<file path="config.mk">
export PLATFORM = sky130hd
export DESIGN_NAME = equal_rate_monitor_flat
export DESIGN_NICKNAME = d
export VERILOG_FILES = /design/src/rtl/equal_mon_pkg.sv /design/src/rtl/equal_rate_monitor_if.sv /design/src/rtl/equal_rate_monitor_window_timer.sv /design/src/rtl/equal_rate_monitor.sv /design/src/flat_wrapper.sv
export SDC_FILE = /design/constraint.sdc
export NUM_CORES = 1
export LEC_CHECK = 0
export CAP_MARGIN = 20
export CELL_PAD_IN_SITES_DETAIL_PLACEMENT = 1
export CELL_PAD_IN_SITES_GLOBAL_PLACEMENT = 1
export CORE_UTILIZATION = 40
export CTS_CLUSTER_SIZE = 8
export DETAILED_ROUTE_END_ITERATION = 8
export GPL_ROUTABILITY_DRIVEN = 0
export PLACE_DENSITY = 0.81
export SYNTH_ARGS = -nofsm -noshare
export SYNTH_HDL_FRONTEND = slang
export SYNTH_SLANG_ARGS = --single-unit
export TNS_END_PERCENT = 50
</file>
<file path="constraint.sdc">
create_clock -name clk -period 2.38 [get_ports clk]
set_clock_uncertainty 0.05 [all_clocks]
set_input_delay 0.357 -clock clk [delete_from_list [all_inputs] [get_ports clk]]
set_output_delay 0.357 -clock clk [all_outputs]
set_load 0.01 [all_outputs]
</file>
<file path="src/rtl/equal_mon_pkg.sv">
// Types and widths shared between the equality counter and its rate monitor.
package equal_mon_pkg;
  localparam int unsigned CNT_W = 8;

  typedef logic [CNT_W-1:0] cnt_t;

  typedef enum logic [1:0] {
    IDLE,
    RUN,
    PAUSE
  } state_t;
endpackage

</file>
<file path="src/rtl/equal_rate_monitor_if.sv">
// Valid/ready channel carrying one window's match count to the consumer.
interface equal_rate_monitor_if;
  equal_mon_pkg::cnt_t win_delta;
  logic                win_valid;
  logic                win_ready;

  modport master (output win_delta, output win_valid, input win_ready);
  modport slave  (input win_delta, input win_valid, output win_ready);
endinterface

</file>
<file path="src/rtl/equal_rate_monitor_window_timer.sv">
// Enable-gated window counter; tc pulses on the enabled cycle that completes a window.
module window_timer
  import equal_mon_pkg::*;
#(
  parameter int unsigned WINDOW_LEN = 16
) (
  input  logic clk,
  input  logic rst,
  input  logic clr,
  input  logic en,
  output logic tc
);

  localparam cnt_t LAST = cnt_t'(WINDOW_LEN - 1);

  cnt_t count;

  assign tc = en && (count == LAST);

  always_ff @(posedge clk or posedge rst) begin
    if (rst)          count <= '0;
    else if (clr)     count <= '0;
    else if (tc)      count <= '0;
    else if (en)      count <= count + cnt_t'(1);
  end

endmodule

</file>
<file path="src/rtl/equal_rate_monitor.sv">
// Per-window match counter over a valid/ready channel, with hysteresis alarm and sticky overrun.
module equal_rate_monitor
  import equal_mon_pkg::*;
#(
  parameter int unsigned WINDOW_LEN = 16,
  parameter int unsigned HI_THRESH  = 8,
  parameter int unsigned LO_THRESH  = 4
) (
  input  logic                         clk,
  input  logic                         rst,
  input  cnt_t                         equal_cnt,
  input  logic                         enable,
  input  logic                         clear,
  equal_rate_monitor_if.master         win,
  output logic                         alarm,
  output logic                         overrun
);

  localparam cnt_t HI = cnt_t'(HI_THRESH);
  localparam cnt_t LO = cnt_t'(LO_THRESH);

  state_t state;
  cnt_t   base;
  cnt_t   delta;
  logic   tc;
  logic   boundary;

  // The PAUSE->RUN edge also counts, so each disabled cycle delays the window by exactly one.
  window_timer #(.WINDOW_LEN(WINDOW_LEN)) u_timer (
    .clk (clk),
    .rst (rst),
    .clr (clear || (state == IDLE)),
    .en  (enable && (state != IDLE)),
    .tc  (tc)
  );

  assign delta    = equal_cnt - base;
  assign boundary = tc && !clear;

  always_ff @(posedge clk or posedge rst) begin
    if (rst) begin
      state         <= IDLE;
      base          <= '0;
      win.win_delta <= '0;
      win.win_valid <= 1'b0;
      alarm         <= 1'b0;
      overrun       <= 1'b0;
    end else if (clear) begin
      state         <= IDLE;
      win.win_valid <= 1'b0;
      alarm         <= 1'b0;
      overrun       <= 1'b0;
    end else begin
      case (state)
        IDLE: if (enable) begin
          base  <= equal_cnt;
          state <= RUN;
        end
        RUN:     if (!enable) state <= PAUSE;
        PAUSE:   if (enable)  state <= RUN;
        default: state <= IDLE;
      endcase

      if (boundary) begin
        win.win_delta <= delta;
        win.win_valid <= 1'b1;
        base          <= equal_cnt;
        if (win.win_valid && !win.win_ready) overrun <= 1'b1;
        if (delta >= HI)      alarm <= 1'b1;
        else if (delta <= LO) alarm <= 1'b0;
      end else if (win.win_valid && win.win_ready) begin
        win.win_valid <= 1'b0;
      end
    end
  end

endmodule
</file>
<file path="src/flat_wrapper.sv">
// flat-port wrapper written by rule: the top's interface ports become plain ports
module equal_rate_monitor_flat import equal_mon_pkg::*;
#(
  parameter int unsigned WINDOW_LEN = 16,
  parameter int unsigned HI_THRESH  = 8,
  parameter int unsigned LO_THRESH  = 4
)
  (clk, rst, equal_cnt, enable, clear, alarm, overrun, win_win_delta, win_win_valid, win_win_ready);
  equal_rate_monitor_if win_i ();
  input  logic clk;
  input  logic rst;
  input  cnt_t equal_cnt;
  input  logic enable;
  input  logic clear;
  output logic alarm;
  output logic overrun;
  output wire logic [$bits(win_i.win_delta)-1:0] win_win_delta;
  output wire logic [$bits(win_i.win_valid)-1:0] win_win_valid;
  input wire logic [$bits(win_i.win_ready)-1:0] win_win_ready;
  assign win_win_delta = win_i.win_delta;
  assign win_win_valid = win_i.win_valid;
  assign win_i.win_ready = win_win_ready;
  equal_rate_monitor #(.WINDOW_LEN(WINDOW_LEN), .HI_THRESH(HI_THRESH), .LO_THRESH(LO_THRESH)) u_core (.clk(clk), .rst(rst), .equal_cnt(equal_cnt), .enable(enable), .clear(clear), .win(win_i), .alarm(alarm), .overrun(overrun));
endmodule
</file>
# Word level (Yosys, flattened, before mapping)
# Index checks and enable logic that the tools add are counted.
[word_totals] reg_bits=29 out_inout_bits=11 wordCells=60
[op_classes] add_sub_neg=2 n_lt_le_gt_ge=2 n_eq_ne=5 mux=20 bitwise=1 reduce_logical=23
[ops] cell="two-way mux 8 bit" n=6
[ops] cell="two-way mux 1 bit" n=10
[ops] cell="nonzero test 2 bit" n=5
[ops] cell="nonzero test 3 bit" n=3
[ops] cell="adder 8 x 1 -> 8 bit (second input constant)" n=1
[ops] cell="== test 8 x 4 -> 1 bit (second input constant)" n=1
[ops] cell=">= comparator 8 x 4 -> 1 bit (second input constant)" n=1
[ops] cell="<= comparator 8 x 3 -> 1 bit (second input constant)" n=1
[ops] cell="AND reduction 2 bit" n=4
[ops] cell="subtractor 8 bit" n=1
[ops] cell="two-way mux 2 bit" n=3
[ops] cell="logical AND 1 bit" n=5
[ops] cell="one-hot mux 2 bit (2 select lines)" n=1
[ops] cell="!= test 3 x 1 -> 1 bit (second input constant)" n=1
[ops] cell="!= test 3 bit (second input constant)" n=1
[ops] cell="AND reduction 3 bit" n=1
[ops] cell="== test 2 x 1 -> 1 bit (second input constant)" n=1
[ops] cell="== test 2 bit (second input constant)" n=1
[ops] cell="zero test 1 bit" n=2
[ops] cell="zero test 2 bit" n=1
[ops] cell="OR reduction 2 bit" n=1
[ops] cell="logical OR 1 bit" n=1
[ops] cell="NOT 1 bit" n=1

# Longest topological paths before layout
# Gate-level depths: netlist of run 1.
[logic_depth] word_depth=6 ltp_mapped=10 mapped_depth_nobuf=10

# Cells and area by module
# From an unflattened synthesis of run 1, not the netlist that was laid out.
[hier_totals] cells_unflattened=164 area_unflattened_um2=1600.3
[by_module_without_submodules] module="equal_rate_monitor" n_inst=1 cells_per_inst=123 area_each_um2=1192.4
[by_module_without_submodules] module="window_timer" n_inst=1 cells_per_inst=41 area_each_um2=407.9

# Least setup slack after synthesis of run 1
# OpenSTA, ideal clock, no wires.
[synth_path] path_kind="in2reg" start="input port equal_cnt[0]" end="register u_core.alarm" setup_time_ns=0.125 arrival_time_ns=1.863 required_ns=2.205 path_slack_ns=0.341 stages=10 n_path_buf=0 cell_sequence="inv_1 > ha_1 > inv_1 > fa_1 > a211oi_1 > o21bai_1 > a21oi_1 > xnor2_1 > nor4bb_1 > o21ai_1"
[synth_via] elab_chain_len=5 elab_cells_between_ends=8
[synth_rtl] element="start, declared" line="flat_wrapper.sv:12" rtl="input cnt_t equal_cnt;"
[synth_rtl] element="subtractor 8 bit (*)" line="equal_rate_monitor.sv:37" rtl="assign delta = equal_cnt - base;"
[synth_rtl] element=">= comparator 8 x 4 -> 1 bit" line="equal_rate_monitor.sv:69" rtl="if (delta >= HI) alarm <= 1'b1;"
[synth_rtl] element="two-way mux 1 bit" line="equal_rate_monitor.sv:69"
[synth_rtl] element="two-way mux 1 bit" line="equal_rate_monitor.sv:64" rtl="if (boundary) begin"
[synth_rtl] element="two-way mux 1 bit" line="equal_rate_monitor.sv:48" rtl="end else if (clear) begin"
[synth_rtl] element="end signal, assigned" line="equal_rate_monitor.sv:51" rtl="alarm <= 1'b0;"
[synth_rtl] element="end signal, assigned" line="equal_rate_monitor.sv:69"
[synth_rtl] element="end signal, assigned" line="equal_rate_monitor.sv:70" rtl="else if (delta <= LO) alarm <= 1'b0;"
[synth_rtl] element="end, declared" line="equal_rate_monitor.sv:15" rtl="output logic alarm,"
# Mark *: on every way between the ends. The rest lies on a longest branch, timed or not. The select of a mux whose other input is x is not followed.
# A chain may end at the register's enable or synchronous reset.

# Worst setup path after layout of run 1
[layout_path] start="input port equal_cnt[1]" end="register u_core.alarm"
# The elaborated chain is that of the path after synthesis.

==> results of run 1 <==
[placed cells by master, fill, tap and decap left out, types with 2 or more instances in the layout]
master and count:
dfrtp_1 29, clkdlybuf4s50_1 22, nand2_1 21, nor2_1 19
buf_4 15, inv_1 11, o21ai_0 9, xnor2_1 9
a21oi_1 8, ha_1 7, clkbuf_8 6, xor2_1 5
o21ai_1 5, nand2_2 4, nand2b_1 3, nand4_1 2
nor3_1 2, mux2_2 2, o21ai_2 2
[where the power goes]
part | internal [mW] | switching (mW)
registers | 0.520 | 0.0113
clock network | 0.229 | 0.184
logic | 0.208 | 0.203
[sequential cells by signal, indices dropped and copies added, names as in the netlist]
signal	count
u_core.alarm	1
u_core.base	8
u_core.overrun	1
u_core.state	2
u_core.u_timer.count	8
u_core.win.win_delta	8
u_core.win.win_valid	1
[worst register-to-register path: stages (launching register included)]
cell and delay [ns]:
dfrtp_1 0.35, ha_2 0.20, inv_2 0.05, fa_2 0.38
a211oi_2 0.23, o21bai_1 0.10, a21oi_1 0.18, xnor2_1 0.12
nor4bb_1 0.26, o21ai_1 0.11
[layout make-up]
class                   instances  share of cell area
flip-flops and latches         29               0.348
well taps                      48              0.0288
repair buffers                 38               0.166
inverters                      12              0.0216
multi-input cells             120               0.395
clock buffers                   7              0.0414
[repair_timing]
item                                   CTS  global route
endpoints found under the hold margin    0             0
gates resized for setup                  1             5
gates cloned                             0             0
pin swaps                                0             7
buffers inserted                         0             3
setup endpoints to repair                1             1
[per-layer routing]
metal  vias up  share of wire
li1        638              -
met3         5          0.045
met1       616           0.44
met2        25           0.49
met4         0          0.017
met5         -              0
[cells by family after synthesis]
family | Yosys count | share of synthesized area
multiplexers | 3 | 0.0202
buffers and inverters | 16 | 0.0451
AND/OR/NAND/NOR | 57 | 0.181
AO/OA/AOI/OAI | 37 | 0.152
adder cells (fa/ha/maj) | 9 | 0.0747
flip-flops | 29 | 0.451
XOR/XNOR | 14 | 0.0763
[final timing paths]
kind	start	end	depth (start not counted)
max	equal_cnt[1]	u_core.alarm	8
min	equal_cnt[0]	u_core.base[0]	2
max reg2reg	u_core.base[0]	u_core.alarm	9
min reg2reg	u_core.win.win_delta[4]	u_core.win.win_delta[4]	2
max in group asynchronous	rst	u_core.u_timer.count[4]	3
min in group asynchronous	rst	u_core.win.win_delta[3]	3
==> flow_summary.ini, run 1 <==
[global_routing]
overflow = 0
met2_usage = 0.330
grt_max_degree = 30
grt.total_usage = 0.204
grtUsageMet3 = 0.0729
grt_busiest_layer = met2
grt_pass1_vias = 1354
met1_usage = 0.239
grt_pass1_wl_um = 6250
antenna_found_initial = 0

[layout]
final_cells = 254
finalNetCount = 228
regArea_um2 = 726
multi_input_area_um2 = 823
syn_to_final_growth_pct = 29.7
drive_above_1_share = 0.194
nFillCells = 441
fin_util = 0.553
finalInstanceArea_mm2 = 0.00209
n_antenna_cell = 0

[job]
drv_cap = 0

[logic_synthesis]
synthTopCellsByArea = dfrtp_1 45%, ha_1 6.2%, nand2_1 4.9%
ys_warn_count = 0
synth_largest_area_cell = dfrtp_1
async_flop_share = 1.00
ys_ff_latch = 29
ys.flop_type = dfrtp_1
ys_seq_area_frac = 0.451
synth_common_cells = 29 x dfrtp_1, 21 x nand2_1, 19 x nor2_1, 12 x inv_1
synth_nets = 187
syn_inst = 165
synth_edf_count = 0
avgSynthCellArea_um2 = 9.74
syn_area_mm2 = 0.00161
synth_top_area_share = 0.451
synth_cell_type_count = 40
synth.most_common_cell = dfrtp_1

[routing]
avgViaCountPerCell = 5.06
final_antenna_net_count = 0
first_pass_iters = 4
drc = 0
via_count = 1284
drt_iter0_drc = 51
routed_wirelength_um = 3640
post_drt_wl_per_cell_um = 14.3

[clock_network]
root_buffer = clkbuf_8
clk_pin_slew_ns = 0.06
cts_buffers = 5
clock-sinks = 29
clockBufferDepth = 2
clock_latency_ns = 0.29
cts_max_level = 2
cts_tree = built
hold_buffers = 0

[setup_path]
path_cells = clkdlybuf4s50_1 -> fa_2 -> a211oi_2 -> o21bai_1 -> a21oi_1 -> xnor2_1 -> nor4bb_1 -> o21ai_1
end_kind = flop
cp-start-kind = input pin
crit_arrival_ns = 2.27
path_buf_inv = 1
r2r_slack_ns = 0.24
cpPeakStageDelay_ns = 0.48
critPathMaxFanout = 3
crit_family = compound AO/OA/AOI/OAI gates
required_ns = 2.49
slowest_stage = clkdlybuf4s50_1
critical_path_class = in -> reg

[sta]
setup_viol_count_final = 0
rsz0062_at_grt = false
hold_viol_final = 0
report.final.slew_viol_count = 0
finalHoldWorstSlack_ns = 0.292
relSlewSlack = 0.667
worstMarginPinSlew_ns = 0.498
finalCritPeriodShare = 0.907
setup_tns_ns = 0
min_period_ns = 2.16
setup_slack_ns = 0.221
fmax_ghz = 0.463

[die]
die_area_mm2 = 0.00428
num_io_pins = 24
die_w_um = 65.4
start_util = 0.426
num_rows = 22
core_mm2 = 0.00377
dieHeight_um = 65.4

[run_status]
status = finished clean

[pwr]
finalPower_mw = 1.36
leakage_nw = 0.927
ir_drop_uv = 407
power.density_mw_per_mm2 = 650

[placed_design]
post-place-ws_ns = -0.354
dp.cells = 244
place_area_mm2 = 0.00196
post-dp-hpwl_um = 2770
io_buffers = 23

[min_path]
hp-class = in -> reg
(Power assumes the default switching activity.)
==> inputs of run 2 (changes only) <==
- PLACE_DENSITY: 0.81 -> default
- PLACE_DENSITY_LB_ADDON: default -> 0.05
- SETUP_SLACK_MARGIN: default -> 0.2
==> run 2 against run 1 <==
Via count down 0.31%. Die area unchanged. Sequential share of layout area up 0.38 points. Non-clock buffer count down 5. Final cell count down 2.0%. Sequential power about the same. First-iteration DRC count up 7.8%. Register-to-register slack worse by 0.02 ns. Critical path type is now reg -> reg.
==> flow_summary.ini, run 2 (same netlist as run 1, synthesis figures left out) <==
[layout]
final_cells = 249
drive_above_1_share = 0.194
final_common_cell = dfrtp_1
top_regs = u_core.base: 8 flops, u_core.u_timer.count: 8 flops, u_core.win.win_delta: 8 flops
final_cell_mix = 29 x dfrtp_1, 21 x nand2_1, 21 x clkdlybuf4s50_1, 18 x nor2_1, 11 x inv_1
n_antenna_cell = 0
nFillCells = 426
syn_to_final_growth_pct = 28.3
finalNetCount = 223

[clock_network]
cts_buffers = 5
clock_latency_ns = 0.28
postCtsSetupRepairBufs = 0
cts_max_level = 2
hold_buffers = 0
clockBufferDepth = 2
root_buffer = clkbuf_8
clock-sinks = 29
clk_pin_slew_ns = 0.06
cts_tree = built

[pwr]
leakage_nw = 0.903
power.density_mw_per_mm2 = 651
ir_drop_uv = 354

[placed_design]
io_buffers = 23
dp.cells = 242
post-dp-hpwl_um = 2560

[global_routing]
grt_pass1_vias = 1323
antenna_found_initial = 0
grt_max_degree = 30
overflow = 0
grt_pass1_wl_um = 6230
grt.total_usage = 0.196

[setup_path]
r2r-start = u_core.base[0]
cp-start-kind = flop
critPathMaxFanout = 3
required_ns = 2.49
crit_arrival_ns = 2.28
critPathLaunch = u_core.base[0]
critical_path_class = reg -> reg
end_kind = flop

[die]
core_mm2 = 0.00377
num_rows = 22
die_w_um = 65.4
dieHeight_um = 65.4
num_io_pins = 24
start_util = 0.426
die_area_mm2 = 0.00428

[job]
drv_cap = 0

[routing]
final_antenna_net_count = 0
wl_met3_um = 126
drc = 0
via_count = 1280
wl_met1_um = 1710
drt_iter0_drc = 55
post_drt_wl_per_cell_um = 14.5
avgViaCountPerCell = 5.14
dr_wl_met2_um = 1730
routed_wirelength_um = 3620
first_pass_iters = 4
top_layer = met4

[sta]
worstMarginPinSlew_ns = 0.551
rsz0062_at_grt = true
report.final.slew_viol_count = 0
hold_viol_final = 0
min_period_ns = 2.16
fmax_ghz = 0.462
relSlewSlack = 0.631
setup_viol_count_final = 0
finalHoldWorstSlack_ns = 0.406
finalCritPeriodShare = 0.909

[run_status]
status = finished clean

[min_path]
hp-class = in -> async
run 2: final cells by class:
| cell class | instances | area (um2) | share of cell area |
|---|---|---|---|
| Multi-Input combinational cell | 120 | 843 | 0.409 |
| Sequential cell | 29 | 726 | 0.352 |
| Timing Repair Buffer | 33 | 303 | 0.147 |
| Tap cell | 48 | 60.1 | 0.0291 |
| Inverter | 12 | 45.0 | 0.0218 |
| Clock buffer | 7 | 86.3 | 0.0418 |
run 2: repair_timing:
item | in CTS | in global routing
gates resized for setup | 6 | 6
hold endpoints to repair | 0 | 0
pin swaps | 7 | 8
endpoints found under the setup margin | 2 | 3
cloned | 0 | 0
run 2: path summary, 6_finish.rpt:
| path | end | slack [ns] | cells past startpoint |
|---|---|---|---|
| worst min-delay path | u_core.base[1] | 0.41 | 3 |
| worst min register to register | u_core.win.win_delta[6] | 0.43 | 2 |
| worst max register to register | u_core.alarm | 0.22 | 9 |
| worst max-delay path | u_core.alarm | 0.22 | 9 |
| max in group asynchronous | u_core.state[1] | 1.59 | 3 |
| min in group clk | u_core.base[0] | 0.41 | 2 |
run 2: through the flow:
stage / util / TNS, ns / worst slack (ns) / power, mW / cell area, um2
final: 0.547 / 0 / 0.215 / 1.34 / 2060
after global routing: 0.547 / 0 / 0.113 / 1.43 / 2060
after CTS: 0.541 / 0 / 0.136 / 1.33 / 2040
after detailed placement: 0.516 / -0.332 / -0.301 / 0.908 / 1950
after global placement: 0.516 / -0.184 / -0.184 / 0.896 / 1950
after floorplan: - / 0 / 0.341 / 0.770 / 1610
run 2: report_power, final:
group,internal [mW],leakage [nW],switching (mW)
logic,0.194,0.469,0.210
clock network,0.229,0.0443,0.179
registers,0.520,0.389,0.0119
total,0.943,0.903,0.400
run 2: critical path: stages, from the launching register on:
cell	delay, ns
dfrtp_1	0.36
ha_2	0.20
inv_2	0.04
fa_2	0.36
a211oi_2	0.21
o21bai_1	0.12
a21oi_2	0.20
xnor2_2	0.10
nor4bb_2	0.30
o21ai_1	0.09
run 2: metal layers:
layer	track usage	vias up
met5	0	-
met4	0.0734	0
met3	0.0521	6
met2	0.305	25
met1	0.259	624
li1	-	625
==> inputs of run 3 (changes only) <==
- SKIP_CTS_REPAIR_TIMING: default -> 1
==> run 3 against run 2 <==
Critical path type is now in -> reg. Sequential power hardly changed. Fmax is 3.3% lower. Critical endpoint unchanged. Count of clock-buffer cells in the layout stayed put. Sequential share of layout area hardly changed. First-iteration DRC count is 5.5% higher. Total power hardly changed. Routed wire length is 0.61% higher. Via count hardly changed. Combinational power hardly changed. Utilization is 0.066 points higher.
==> flow_summary.ini, run 3 (same netlist as run 1, synthesis figures left out) <==
[clock_network]
cts_max_level = 2
cts_buffers = 5
root_buffer = clkbuf_8
clockBufferDepth = 2
cts_tree = built
clk_pin_slew_ns = 0.06
clock-sinks = 29
clock_latency_ns = 0.28

[sta]
setup_viol_count_final = 0
report.final.slew_viol_count = 0
finalCritPeriodShare = 0.941
worstMarginPinSlew_ns = 0.564
min_period_ns = 2.24
fmax_ghz = 0.447
setup_tns_ns = 0
rsz0062_at_grt = true
relSlewSlack = 0.622
hold_viol_final = 0

[layout]
final_common_cell = dfrtp_1
final_cells = 249
drive_above_1_share = 0.189
syn_to_final_growth_pct = 28.5
finalNetCount = 223
top_regs = u_core.base: 8 flops, u_core.u_timer.count: 8 flops, u_core.win.win_delta: 8 flops
final_cell_mix = 29 x dfrtp_1, 22 x clkdlybuf4s50_1, 21 x nand2_1, 19 x nor2_1, 11 x inv_1
n_antenna_cell = 0

[die]
die_area_mm2 = 0.00428
core_mm2 = 0.00377
dieHeight_um = 65.4
num_io_pins = 24
die_w_um = 65.4
start_util = 0.426
num_rows = 22

[setup_path]
crit_family = compound AO/OA/AOI/OAI gates
critPathLaunch = equal_cnt[1]
path_buf_inv = 1
r2r-start = u_core.base[0]
slowest_stage = clkdlybuf4s50_1
cpPeakStageDelay_ns = 0.49
path_cells = clkdlybuf4s50_1 -> fa_2 -> a211oi_2 -> o21bai_1 -> a21oi_2 -> xnor2_2 -> nor4bb_2 -> o21ai_1
end_kind = flop
critical_path_class = in -> reg
required_ns = 2.49
crit_arrival_ns = 2.35
cp-start-kind = input pin
critPathMaxFanout = 3

[pwr]
share_seq_of_total_power = 0.397
clock_power_share = 0.303
p_int_uw = 944
combPwrFrac = 0.300
p_sw_frac = 0.297
power.density_mw_per_mm2 = 650
ir_drop_uv = 355
leakage_nw = 0.909
p_switching_uw = 398

[routing]
post_drt_wl_per_cell_um = 14.6
avgViaCountPerCell = 5.14
first_pass_iters = 4
final_antenna_net_count = 0
via_count = 1281
routed_wirelength_um = 3640
drt_iter0_drc = 58
drc = 0

[min_path]
worstHoldStart = equal_cnt[0]
hp-class = in -> reg

[global_routing]
overflow = 0
grt_max_degree = 30
met1_usage = 0.259
grt_pass1_vias = 1324
antenna_found_initial = 0
grtUsageMet3 = 0.0521
grt.total_usage = 0.196
grt_busiest_layer = met2
grt_pass1_wl_um = 6220
met2_usage = 0.305

[run_status]
status = finished clean

[placed_design]
dp.cells = 242
post-dp-hpwl_um = 2560
io_buffers = 23

[job]
drv_cap = 0
-- run 3: changes by cell type in the layout (fill, tap and decap cells not counted), sizes merged --
| cell | delta |
|---|---|
| dlymetal6s2s | +1 |
| clkdlybuf4s50 | +1 |
| dlygate4sd2 | -2 |
-- run 3: area by class of cell --
class                   instances  area [um2]
clock buffers                   7        86.3
flip-flops and latches         29         726
inverters                      12        45.0
fillers                       427        1710
well taps                      48        60.1
repair buffers                 33         308
multi-input cells             120         841
-- run 3: metrics by stage --
stage / instance area, um2 / total power, mW / hold slack (ns) / utilization / setup slack [ns]
6_report: 2070 / 1.34 / 0.296 / 0.548 / 0.141
5_1_grt: 2070 / 1.43 / 0.323 / 0.548 / 0.0759
4_1_cts: 2030 / 1.33 / 0.417 / 0.539 / -0.131
3_5_place_dp: 1950 / 0.908 / 0.424 / 0.516 / -0.301
3_3_place_gp: 1950 / 0.896 / 0.413 / 0.516 / -0.184
2_1_floorplan: 1610 / 0.770 / 0.385 / - / 0.341
-- run 3: path summary, 6_finish.rpt --
check | slack [ns] | depth (start not counted) | endpoint
setup / recovery | 0.14 | 8 | u_core.alarm
hold / removal | 0.30 | 2 | u_core.base[0]
setup reg to reg | 0.18 | 9 | u_core.alarm
hold reg to reg | 0.43 | 2 | u_core.win.win_delta[6]
max in group asynchronous | 1.58 | 3 | u_core.state[0]
min in group asynchronous | 0.40 | 3 | u_core.base[1]
-- run 3: metal layers --
layer | share of wire | vias to the layer above
met5 | 0 | -
met2 | 0.47 | 26
li1 | - | 625
met4 | 0.016 | 0
met1 | 0.48 | 623
met3 | 0.036 | 7
-- run 3: worst register-to-register path: stages, from the launching register on --
cell and delay, ns:
dfrtp_1 0.36, ha_2 0.20, inv_2 0.04, fa_2 0.38, a211oi_2 0.24, o21bai_1 0.11
a21oi_2 0.20, xnor2_2 0.11, nor4bb_2 0.28, o21ai_1 0.11
-- run 3: power groups by stage --
stage / Clock [mW] / Combinational (mW) / Sequential, mW
finish: 0.407 / 0.403 / 0.532
global route: 0.435 / 0.456 / 0.535
CTS: 0.422 / 0.374 / 0.532
detailed placement: 0 / 0.368 / 0.541
global placement: 0 / 0.357 / 0.539
floorplan: 0 / 0.233 / 0.537
